**src/rtl/bcd_addsub_seq_if.sv**
```systemverilog
// Operand/result handshake bundle for the digit-serial BCD adder/subtractor.
// Signal names match the original flat port list so integrators can map them one-to-one.
interface bcd_addsub_seq_if #(
  parameter int unsigned DIGITS = 4
);
  logic                  io_in_valid;
  logic                  io_in_ready;
  logic [4*DIGITS-1:0]   io_A;
  logic [4*DIGITS-1:0]   io_B;
  logic                  io_C;
  logic                  io_Sub;
  logic                  io_out_valid;
  logic                  io_out_ready;
  logic [4*DIGITS-1:0]   io_Sum;
  logic                  io_Carry;
  logic                  io_Invalid;

  modport master (
    output io_in_valid, io_A, io_B, io_C, io_Sub, io_out_ready,
    input  io_in_ready, io_out_valid, io_Sum, io_Carry, io_Invalid
  );

  modport slave (
    input  io_in_valid, io_A, io_B, io_C, io_Sub, io_out_ready,
    output io_in_ready, io_out_valid, io_Sum, io_Carry, io_Invalid
  );
endinterface

```
**src/rtl/bcd_addsub_seq.sv**
```systemverilog
// Digit-serial packed-BCD adder/subtractor, DPC digits per clock, LSD first.
// Subtraction uses nines-complement of B with inverted carry-in (ten's complement result).
module bcd_addsub_seq #(
  parameter int unsigned DIGITS = 4,
  parameter int unsigned DPC    = 1
) (
  input logic            clock,
  input logic            reset,
  bcd_addsub_seq_if.slave io
);
  localparam int unsigned W  = 4 * DIGITS;
  localparam int unsigned CW = 4 * DPC;
  localparam int unsigned S  = DIGITS / DPC;
  localparam int unsigned SW = (S > 1) ? $clog2(S) : 1;

  typedef enum logic [1:0] {IDLE, RUN, DONE} state_t;

  state_t          state_q, state_d;
  logic [W-1:0]    a_q, a_d, b_q, b_d, res_q, res_d, sum_q, sum_d;
  logic            sub_q, sub_d, carry_q, carry_d, inv_q, inv_d;
  logic            cout_q, cout_d, invout_q, invout_d, valid_q, valid_d;
  logic [SW-1:0]   step_q, step_d;

  logic            in_ready;
  logic            accept;
  logic [CW-1:0]   chunk;
  logic            chain_c;
  logic            chunk_inv;
  logic [3:0]      dig_a, dig_b_raw, dig_b;
  logic [4:0]      dig_s;

  // Operand registers shift right each step, so the active digits always sit at the bottom.
  always_comb begin
    chain_c   = carry_q;
    chunk     = '0;
    chunk_inv = 1'b0;
    dig_a     = '0;
    dig_b_raw = '0;
    dig_b     = '0;
    dig_s     = '0;
    for (int unsigned i = 0; i < DPC; i++) begin
      dig_a     = a_q[4*i +: 4];
      dig_b_raw = b_q[4*i +: 4];
      dig_b     = sub_q ? (4'd9 - dig_b_raw) : dig_b_raw;
      dig_s     = {1'b0, dig_a} + {1'b0, dig_b} + {4'b0000, chain_c};
      chunk_inv = chunk_inv | (dig_a > 4'd9) | (dig_b_raw > 4'd9);
      if (dig_s > 5'd9) begin
        chunk[4*i +: 4] = dig_s[3:0] + 4'd6;
        chain_c         = 1'b1;
      end else begin
        chunk[4*i +: 4] = dig_s[3:0];
        chain_c         = 1'b0;
      end
    end
  end

  always_comb begin
    in_ready = reset & ((state_q == IDLE) | ((state_q == DONE) & io.io_out_ready));
    accept   = io.io_in_valid & in_ready;
  end

  always_comb begin
    state_d  = state_q;
    a_d      = a_q;
    b_d      = b_q;
    res_d    = res_q;
    sum_d    = sum_q;
    sub_d    = sub_q;
    carry_d  = carry_q;
    inv_d    = inv_q;
    cout_d   = cout_q;
    invout_d = invout_q;
    valid_d  = valid_q;
    step_d   = step_q;

    case (state_q)
      RUN: begin
        a_d     = a_q >> CW;
        b_d     = b_q >> CW;
        res_d   = res_q >> CW;
        res_d[W-1 -: CW] = chunk;
        carry_d = chain_c;
        inv_d   = inv_q | chunk_inv;
        step_d  = step_q + 1'b1;
        if (step_q == SW'(S - 1)) begin
          sum_d    = res_d;
          cout_d   = chain_c;
          invout_d = inv_d;
          valid_d  = 1'b1;
          state_d  = DONE;
        end
      end
      DONE: begin
        if (io.io_out_ready) begin
          valid_d = 1'b0;
          state_d = IDLE;
        end
      end
      default: ;
    endcase

    // Accept can only fire from IDLE or a draining DONE, so it overrides the case above.
    if (accept) begin
      a_d     = io.io_A;
      b_d     = io.io_B;
      sub_d   = io.io_Sub;
      carry_d = io.io_C ^ io.io_Sub;
      step_d  = '0;
      inv_d   = 1'b0;
      valid_d = 1'b0;
      state_d = RUN;
    end
  end

  always_ff @(posedge clock) begin
    if (!reset) begin
      state_q  <= IDLE;
      a_q      <= '0;
      b_q      <= '0;
      res_q    <= '0;
      sum_q    <= '0;
      sub_q    <= 1'b0;
      carry_q  <= 1'b0;
      inv_q    <= 1'b0;
      cout_q   <= 1'b0;
      invout_q <= 1'b0;
      valid_q  <= 1'b0;
      step_q   <= '0;
    end else begin
      state_q  <= state_d;
      a_q      <= a_d;
      b_q      <= b_d;
      res_q    <= res_d;
      sum_q    <= sum_d;
      sub_q    <= sub_d;
      carry_q  <= carry_d;
      inv_q    <= inv_d;
      cout_q   <= cout_d;
      invout_q <= invout_d;
      valid_q  <= valid_d;
      step_q   <= step_d;
    end
  end

  assign io.io_in_ready  = in_ready;
  assign io.io_out_valid = valid_q;
  assign io.io_Sum       = sum_q;
  assign io.io_Carry     = cout_q;
  assign io.io_Invalid   = invout_q;
endmodule

```
**src/flat_wrapper.sv**
```systemverilog
// flat-port wrapper written by rule: the top's interface ports become plain ports
module bcd_addsub_seq_flat 
#(
  parameter int unsigned DIGITS = 4,
  parameter int unsigned DPC    = 1
)
  (clock, reset, io_io_in_valid, io_io_A, io_io_B, io_io_C, io_io_Sub, io_io_out_ready, io_io_in_ready, io_io_out_valid, io_io_Sum, io_io_Carry, io_io_Invalid);
  bcd_addsub_seq_if #(.DIGITS(DIGITS)) io_i ();
  input logic clock;
  input logic reset;
  input wire logic [$bits(io_i.io_in_valid)-1:0] io_io_in_valid;
  input wire logic [$bits(io_i.io_A)-1:0] io_io_A;
  input wire logic [$bits(io_i.io_B)-1:0] io_io_B;
  input wire logic [$bits(io_i.io_C)-1:0] io_io_C;
  input wire logic [$bits(io_i.io_Sub)-1:0] io_io_Sub;
  input wire logic [$bits(io_i.io_out_ready)-1:0] io_io_out_ready;
  output wire logic [$bits(io_i.io_in_ready)-1:0] io_io_in_ready;
  output wire logic [$bits(io_i.io_out_valid)-1:0] io_io_out_valid;
  output wire logic [$bits(io_i.io_Sum)-1:0] io_io_Sum;
  output wire logic [$bits(io_i.io_Carry)-1:0] io_io_Carry;
  output wire logic [$bits(io_i.io_Invalid)-1:0] io_io_Invalid;
  assign io_i.io_in_valid = io_io_in_valid;
  assign io_i.io_A = io_io_A;
  assign io_i.io_B = io_io_B;
  assign io_i.io_C = io_io_C;
  assign io_i.io_Sub = io_io_Sub;
  assign io_i.io_out_ready = io_io_out_ready;
  assign io_io_in_ready = io_i.io_in_ready;
  assign io_io_out_valid = io_i.io_out_valid;
  assign io_io_Sum = io_i.io_Sum;
  assign io_io_Carry = io_i.io_Carry;
  assign io_io_Invalid = io_i.io_Invalid;
  bcd_addsub_seq #(.DIGITS(DIGITS), .DPC(DPC)) u_core (.clock(clock), .reset(reset), .io(io_i));
endmodule
```
**config.mk**
```make
export PLATFORM = sky130hd
export DESIGN_NAME = bcd_addsub_seq_flat
export DESIGN_NICKNAME = d
export VERILOG_FILES = /design/src/rtl/bcd_addsub_seq_if.sv /design/src/rtl/bcd_addsub_seq.sv /design/src/flat_wrapper.sv
export SDC_FILE = /design/constraint.sdc
export NUM_CORES = 1
export LEC_CHECK = 0
export CAP_MARGIN = 10
export CORE_UTILIZATION = 56
export CTS_CLUSTER_SIZE = 25
export DETAILED_ROUTE_END_ITERATION = 7
export PLACE_DENSITY = 0.85
export SYNTH_ARGS = -nofsm -noshare
export SYNTH_HDL_FRONTEND = slang
export SYNTH_SLANG_ARGS = --single-unit
```
**constraint.sdc**
```tcl
create_clock -name clock -period 7 [get_ports clock]
set_clock_uncertainty 0.1 [all_clocks]
set_input_delay 1.05 -clock clock [delete_from_list [all_inputs] [get_ports clock]]
set_output_delay 1.05 -clock clock [all_outputs]
set_load 0.05 [all_outputs]
```
==> impl_metrics.yaml <==
sta:
  setup_slack_ps: 2960
  final-setup-viol-count: 0
  rsz0062_at_grt: "false"
  worstMarginPinSlew_ps: 1080
  post-route-period-util_pct: 57.7
  hold_viol_final: 0
  relSlewSlack_pct: 28.2
  finalMaxSlewViolations: 0
  whs_ps: 353
  min_period_ps: 4040
  fmaxAchievable_mhz: 248
  setup_tns_ps: 0
run_status:
  status: "finished, final reports clean"
hold_path:
  hold_class: "reg -> reg"
die:
  core_um2: 5200
  die_w_um: 76.2
  rows: 26
  fp.dieH_um: 76.2
  dieArea_um2: 5800
  io_pins: 58
  start_util_pct: 59.2
worst_setup_path:
  critPathArrivalTime_ps: 2890
  start_kind: "input port"
  r2r_slack_ps: 4160
  path_max_fanout: 17
  crit_path_frequent_cell: "clkdlybuf4s50_1"
  critPathCaptureType: "output port"
  crit_path_end: "io_io_in_ready"
  cp.required_ps: 5850
  slowest_stage: "clkdlybuf4s50_1"
  critPathMaxStageDelay_ps: 820
  critPathKind: "in -> out"
  crit_path_cell_trace: "clkdlybuf4s50_1 -> and2_1 -> clkdlybuf4s50_1"
  r2r_end: "u_core.res_q[14]"
  rr_startpoint: "u_core.b_q[1]"
  reg2regPathDepth: 13
  crit_start: "reset"
clocking:
  cts-root-buf: "clkbuf_8"
  hold_buffers: 0
  post_cts_buffers: 0
  tritoncts: "yes"
  h-tree-depth: 3
  clock_latency_ps: 340
  cts.sinks: 69
  path_clk_slew_ps: 70
  cts_resized: 0
  clk_path_buf_depth: 2
  numCtsBuffers: 9
finish:
  layout-drive-gt1-share_pct: 6.52
  stdcell_count: 469
  multiInputGateArea_um2: 1550
  diodes: 0
  regArea_um2: 1380
  fillers: 413
  area_growth_pct: 24.8
  num-nets-final: 443
logic_synthesis:
  synthCells: 349
  syn-cell-area_um2: 3080
  syn_area_per_cell_um2: 8.83
  synthTopCellsByArea: "dfxtp_1 45%, mux2i_1 9.7%, a211oi_1 5.8%, nand2_1 5.8%, nor2_1 5.1%"
  synth_seq_cells: 69
  yosysWarnings: 0
  synth_nets: 398
  yosysSeqAreaShare_pct: 44.8
  ys.flop_type: "dfxtp_1"
  synth_top_cell_by_area: "dfxtp_1"
  yosysUniqueCellTypes: 36
  synthArstFlopShare_pct: 0
  synth-edff-count: 0
  synth_top_cell_area_share_pct: 44.8
grt:
  overflow: 0
  antenna_found_initial: 0
  grt_max_degree: 62
  grt_usage_pct: 23.0
  grt_pass1_wl_um: 10800
  grt_pass1_vias: 2481
power:
  power_mw: 0.916
  p_leak_nw: 1.42
  powerDensity_nw_per_um2: 238
  vdd_drop_max_uv: 186
detailed_routing:
  avgRoutedWirePerCell_um: 13.1
  drt-initial-drc-count: 81
  ant_nets: 0
  via_per_inst: 5.48
  num_vias: 2569
  remaining_drc_errors: 0
  wl_um: 6120
  dr.pass1.iters: 4
placement:
  numPortBuffers: 57
  gp_congestion: 0.833
  pre_cts_ws_ps: 2980
  place_inst: 453
  dp_hpwl_um: 3970
job:
  maxCapViolCount: 0
stage by stage:
step	area (µm²)	util, %
6_report	3840	73.9
5_1_grt	3840	73.9
4_1_cts	3840	73.9
3_5_place_dp	3650	70.2
3_3_place_gp	3650	70.2
2_1_floorplan	3080	-
power by group:
group          switching (mW)  internal [mW]
Combinational          0.0936         0.0817
Clock                   0.148          0.162
Sequential             0.0155          0.416
cells in the mapped netlist (4+ instances only):
cell,count
ha_1,9
inv_1,13
nand3b_1,10
nor2_1,42
clkbuf_1,15
mux2i_1,30
buf_2,7
o211ai_1,6
a21oi_1,29
xnor2_1,4
nand2_1,48
o21ai_0,10
a211oi_1,24
dfxtp_1,69
nand3_1,5
cells by family after synthesis:
family / count (synthesis) / share of synthesized area, %
and+or+nand+nor: 115 / 16.4
AOI/OAI and AO/OA: 81 / 17.4
DFF: 69 / 44.8
buffers and inverters: 38 / 5.04
muxes: 30 / 9.75
adders and majority gates: 11 / 4.96
xor gates and xnor gates: 5 / 1.67
per-layer routing:
| layer | global-route usage (%) | routed length [µm] |
|---|---|---|
| met5 | 0 | 0 |
| met4 | 11.9 | 93 |
| met3 | 4.19 | 247 |
| met2 | 39.6 | 3040 |
| met1 | 27.2 | 2740 |
cells in the final DEF (no fill, tap or decap), drive strengths merged:
cell           count
o21ai             10
xnor2              4
o211ai             6
o22ai              1
nor2              42
a21o               2
o311ai             1
a211oi            25
o31ai              2
and3               1
clkdlybuf4s50     57
nand3b            10
a2111oi            1
nor3               2
xor2               1
a21oi             29
buf                2
inv               13
clkinvlp           1
nand2b             2
nand3              5
bufinv             1
mux2i             30
nand4              2
and2               2
clkbuf             9
and3b              1
a21boi             1
a22oi              1
clkinv             5
nand2             48
o31a               1
ha                 9
fa                 2
o21a               1
dfxtp             69
final cells by class:
type	instances	area share [%]
clock buffer	9	3.22
clock inverter	7	1.72
inverter	13	1.27
multi-input combinational	242	40.4
sequential	69	35.9
tap	70	2.28
timing repair buffer	59	15.2
critical path, delay by kind of cell:
family                 cells  cell delay (ps)
buffers and inverters      2             1620
and+or+nand+nor            1              210
flip-flops by register name (all words and copies together), names as in the netlist:
register and cells:
u_core.a_q 16, u_core.b_q 16, u_core.io.io_Sum 16, u_core.res_q 12, u_core.state_q 2, u_core.step_q 2, u_core.carry_q 1, u_core.inv_q 1
u_core.io.io_Carry 1, u_core.io.io_Invalid 1, u_core.sub_q 1
worst min path at each step:
stage                   startpoint                  end  slack, ps  depth (start not counted)
3_5_place_dp   u_core.io.io_Sum[4]  u_core.io.io_Sum[4]        350                          2
6_report           u_core.res_q[6]  u_core.io.io_Sum[2]        350                          2
2_1_floorplan      u_core.res_q[4]  u_core.io.io_Sum[0]        330                          2
3_3_place_gp       u_core.res_q[5]  u_core.io.io_Sum[1]        340                          2
5_1_grt            u_core.res_q[6]  u_core.io.io_Sum[2]        380                          2
4_1_cts        u_core.io.io_Sum[4]  u_core.io.io_Sum[4]        360                          2
No activity file was read; power rests on OpenSTA's default activity.
==> patch 1 (same settings) <==
Re-encode `state_t` (3 states) as one-hot, 3 bits wide.
--- a/src/rtl/bcd_addsub_seq.sv
+++ b/src/rtl/bcd_addsub_seq.sv
@@ -15,3 +15,3 @@
 
-  typedef enum logic [1:0] {IDLE, RUN, DONE} state_t;
+  typedef enum logic [2:0] {IDLE = 3'b001, RUN = 3'b010, DONE = 3'b100} state_t;
 
Function: same outputs for any inputs over 10 cycles, from zero or initial values and one cycle with reset low; not proved beyond that.
==> patch 1 against the unedited design <==
Synthesized area up 3.2%. Design area rose by 2.1%. Wire length up 7.4%. Sequential cell count rose by 1. Critical path type unchanged. Maximum frequency grew 1.1%. Combinational power decreased by 33%. Clock power decreased by 7.4%. Power decreased by 9.6%. Setup slack improved by 0.044 ns. Non-clock buffer count rose by 3. Sequential share of layout area decreased by 0.23 points. Die area grew 3.1%. Sequential power fell by 2%. Critical endpoint unchanged. Critical path depth up 1.
==> patch 1: results (changes against the unedited design) <==
- Status: finished, final reports clean
- First-pass GRT wire length: 11300 um (+4.4%)
- Pre-CTS WS: 3.01 ns (+0.0317 ns)
- Via-per-instance ratio: 5.49 (+0.19%)
- Average wire per standard cell: 13.4 um (+2.8%)
- Worst reg2reg endpoint: u_core.io.io_Sum[14]$_SDFFE_PN0P_
- Max-slew violations: 0 (unchanged)
- Met2 usage: 0.389 (-0.00698)
- GPL Wtd Cong: 0.832 (about the same)
- R2R Setup Slk: 4.12 ns (-0.04 ns)
- Number of global-route vias before repair: 2446 (-1.4%)
- Synth Area in Compound Gates: 0.283 (+0.110)
- Post-Syn Area per Cell: 8.81 um2 (-0.22%)
- Met1 usage: 0.305 (+0.0328)
- Antenna violations before repair: 0 (unchanged)
- Hold Crit Endpoint: u_core.io.io_Sum[0]$_SDFFE_PN0P_
- Met2 wire len: 3240 um (+6.5%)
- Dpl cell area: 3750 um2 (+2.6%)
- Starting DRT DRC Count: 125 (+54%)
- Worst R2R Path Depth: 10 (-3)
- M1 WL: 2920 um (+6.6%)
- Mux share of post-synthesis cell area: 0 (-0.0975)
- Post-DP HPWL: 4630 um (+17%)
- Sequential Power Share: 0.512 (+0.042)
- HP Start: u_core.res_q[4]$_SDFFE_PN0N_
- Crit path DAT: 2.84 ns (-0.05 ns)
- Xor/xnor cell area share of the yosys netlist: 0.0138 (-0.00288)
- Switch share: 0.277 (-0.00355)
- Synth Net Count: 407 (+2.3%)
- Largest net degree at the start of global routing: 43 (-31%)
- Power per cell area: 211 nW/um2 (-11%)
- CP Max Fanout: 8 (-9)
- Slew headroom: 0.450 (+0.168)
- Netlist cell types: 43 (+19%)
- Crit path max-delay family: buffers and inverters
- Via count of the routed design: 2689 (+4.7%)
- Final Core Density: 0.717 (-0.0213)
- Filler cell count: 459 (+11%)
- Worst R2R Start: u_core.sub_q$_SDFFE_PN0P_
- Largest cells by area after synthesis: dfxtp_1 44%, nand2_1 10%, a22oi_2 7.9%
- Met3 usage: 0.0400 (-0.00192)
- Hold Crit Depth: 2 (unchanged)
- Placed cells: 474 (+4.6%)
- Most frequent cell after synthesis: nand2_1
- Total setup buffers inserted after CTS: 0 (unchanged)
- Total GRT Usage: 0.239 (+0.00901)
- Slowest stage delay, CP: 0.83 ns
- Comb group: 0.118 mW (-33%)
- # port buffers: 57 (unchanged)
- Worst hold slack: 0.351 ns (-0.00228 ns)
- Post-synthesis sequential area ratio: 0.441 (-0.00764)
- Leakage power: 1.32 nW (-6.7%)
- Met3 Wirelength: 332 um (+34%)
- Maximum VDD drop: 119 uV (-36%)
- Most instantiated cells after synthesis: 86 x nand2_1, 70 x dfxtp_1, 44 x a21oi_1, 20 x a21oi_2, 20 x a22oi_2
- Layout cells sized above 1: 0.156 (+0.0903)
- NumNets Final: 459 (+3.6%)
- Post-synthesis adder-cell area fraction: 0.0362 (-0.0133)
- Slowest cell on the critical path: clkdlybuf4s50_1
## patch 1: cell types whose count changed after synthesis, moves of 5 or more
cell / before / now
nor2_1: 42 / 12
mux2i_1: 30 / 0
buf_6: 0 / 5
clkbuf_1: 15 / 9
nand2_1: 48 / 86
o211ai_1: 6 / 1
a211oi_1: 24 / 4
a21oi_2: 0 / 20
a21oi_1: 29 / 44
nand3b_1: 10 / 1
a22oi_2: 0 / 20
## patch 1: worst max-delay path by stage
stage,slack [ns],start,end,cells past startpoint
final,3.01,reset,io_io_in_ready,4
after global routing,2.94,reset,io_io_in_ready,4
after CTS,3.00,reset,io_io_in_ready,4
after detailed placement,3.01,reset,io_io_in_ready,4
after global placement,3.03,reset,io_io_in_ready,4
after floorplan,3.82,io_io_out_ready,io_io_in_ready,2
## patch 1: cell type report
class                           instances  area share
Clock buffer                           11      0.0360
Clock inverter                          5     0.00860
Sequential cell                        70       0.357
Tap cell                               72      0.0229
Inverter                               11      0.0105
Timing Repair Buffer                   62       0.155
Multi-Input combinational cell        259       0.410
==> patch 2 (same settings) <==
Made on the original files. `DIGITS` is set to 4 in 3 places; all go to 2.
--- a/src/rtl/bcd_addsub_seq_if.sv
+++ b/src/rtl/bcd_addsub_seq_if.sv
@@ -3,3 +3,3 @@
 interface bcd_addsub_seq_if #(
-  parameter int unsigned DIGITS = 4
+  parameter int unsigned DIGITS = 2
 );
--- a/src/rtl/bcd_addsub_seq.sv
+++ b/src/rtl/bcd_addsub_seq.sv
@@ -3,3 +3,3 @@
 module bcd_addsub_seq #(
-  parameter int unsigned DIGITS = 4,
+  parameter int unsigned DIGITS = 2,
   parameter int unsigned DPC    = 1
--- a/src/flat_wrapper.sv
+++ b/src/flat_wrapper.sv
@@ -3,3 +3,3 @@
 #(
-  parameter int unsigned DIGITS = 4,
+  parameter int unsigned DIGITS = 2,
   parameter int unsigned DPC    = 1
Ports: changed (resized io_io_A, io_io_B and io_io_Sum); port bits go from 58 to 34. No check against the original RTL was run, so the function may have changed too.
==> patch 2 against the unedited design <==
Hold slack improved by 0.0034 ns. Setup slack worse by 0.38 ns. Sequential share of layout area decreased by 3.1 points. Power shrank 50%. Sequential cell count fell by 33. Wire length down 46%. Synthesized area down 42%. Design area shrank 43%. Sequential power down 48%. Critical endpoint unchanged. Largest power group unchanged.
==> patch 2: results (changes against the unedited design) <==
- Routed WL: 3330 um (-46%)
- Ant diodes: 0 (unchanged)
- Pre-CTS WS: 2.61 ns (-0.372 ns)
- Maximum VDD drop: 130 uV (-30%)
- Warnings from Yosys: 0 (unchanged)
- H-tree levels: 2 (-1)
- Ys async rst share: 0 (unchanged)
- Synth Net Count: 242 (-39%)
- Placed cells: 276 (-39%)
- Met3 usage: 0.0681 (+0.0262)
- Met3 Wirelength: 123 um (-50%)
- Met2 wire len: 1520 um (-50%)
- Slew headroom: 0.476 (+0.194)
- Crit path max-delay family: buffers and inverters
- Starting DRT DRC Count: 45 (-44%)
- Post-synthesis cell count: 209 (-40%)
- 1st-pass router iterations: 4 (unchanged)
- Hold Crit Class: reg2reg
- Dpl cell area: 2140 um2 (-41%)
- Leakage power: 0.812 nW (-43%)
- #FFs+latches synth: 36 (-48%)
- Largest cells by area after synthesis: dfxtp_1 40%, nand2_1 6.7%, ha_1 6.3%
- Clk Tree Root Cell: clkbuf_4
- Slowest cell on the critical path: clkdlybuf4s50_1
- CP Max Fanout: 25 (+8)
- Number of global-route vias before repair: 1375 (-45%)
- Cts repair resizes: 0 (unchanged)
- Via count of the routed design: 1532 (-40%)
- # port buffers: 33 (-42%)
- Net switching power: 0.139 mW (-46%)
- NumNets Final: 272 (-39%)
- Slowest stage delay, CP: 0.83 ns
- Longest Clk Path Bufs: 2 (unchanged)
- Top Metal Used: met4
- First-pass GRT wire length: 5930 um (-45%)
- Netlist cell types: 35 (-2.8%)
- Yosys top cell area share: 0.403 (-0.0451)
- Antenna violations before repair: 0 (unchanged)
- GPL Wtd Cong: 0.833 (about the same)
- Average wire per standard cell: 11.7 um (-10%)
- Largest net degree at the start of global routing: 32 (-48%)
- Total GRT Usage: 0.230 (about the same)
- Status: finished, final reports clean
- Clk slew on worst S/H paths: 0.10 ns (+0.03 ns)
- M1 WL: 1600 um (-42%)
- CTS buffer count: 5 (-4)
- Clock Latency Late Sink: 0.34 ns (about the same)
- Met2 usage: 0.381 (-0.0154)
- Most instantiated cells after synthesis: 36 x dfxtp_1, 32 x nand2_1, 22 x a21oi_1, 16 x nor2_1, 11 x clkbuf_1
- Total setup buffers inserted after CTS: 0 (unchanged)
- Post-synthesis sequential area ratio: 0.403 (-0.0451)
- Met1 usage: 0.277 (+0.00450)
- Layout cells sized above 1: 0.0542 (-0.0110)
- Post-DP HPWL: 2390 um (-40%)
==> patch 2: power groups by stage <==
stage	combinational, mW	clock (mW)	sequential (mW)
floorplan	0.0845	0	0.230
global placement	0.115	0	0.229
detailed placement	0.118	0	0.229
CTS	0.119	0.118	0.225
global route	0.133	0.127	0.226
finish	0.118	0.115	0.225
==> patch 2: cell families after synthesis <==
kind of cell               count (synthesis)  share of synthesized area
AOI/OAI and AO/OA                         58                      0.216
and+or+nand+nor                           72                      0.192
DFF                                       36                      0.403
muxes                                      5                     0.0280
xor gates and xnor gates                   5                     0.0287
buffers and inverters                     22                     0.0462
adders and majority gates                 11                     0.0854
==> patch 2: area by class of cell <==
class | instances | area (um2)
fillers | 290 | 831
multi-input cells | 151 | 983
repair buffers | 34 | 338
inverters | 11 | 41.3
clock buffers | 8 | 58.8
well taps | 44 | 55.1
flip-flops and latches | 36 | 721
==> patch 2: path summary, 6_finish.rpt <==
| path | cells past startpoint | slack [ns] | to | from |
|---|---|---|---|---|
| max | 4 | 2.58 | io_io_in_ready | reset |
| min | 2 | 0.36 | u_core.io.io_Sum[3]$_SDFFE_PN0P_ | u_core.res_q[7]$_SDFFE_PN0P_ |
| max reg2reg | 12 | 4.02 | u_core.carry_q$_SDFFE_PN0P_ | u_core.sub_q$_SDFFE_PN0P_ |
| min reg2reg | 2 | 0.36 | u_core.io.io_Sum[3]$_SDFFE_PN0P_ | u_core.res_q[7]$_SDFFE_PN0P_ |
==> patch 2: worst min-delay path: cells and delay by family (launching register included) <==
family | cells | cell delay [ns]
flip-flops | 1 | 0.32
AND/OR/NAND/NOR | 1 | 0.05
AO/OA/AOI/OAI | 1 | 0.05
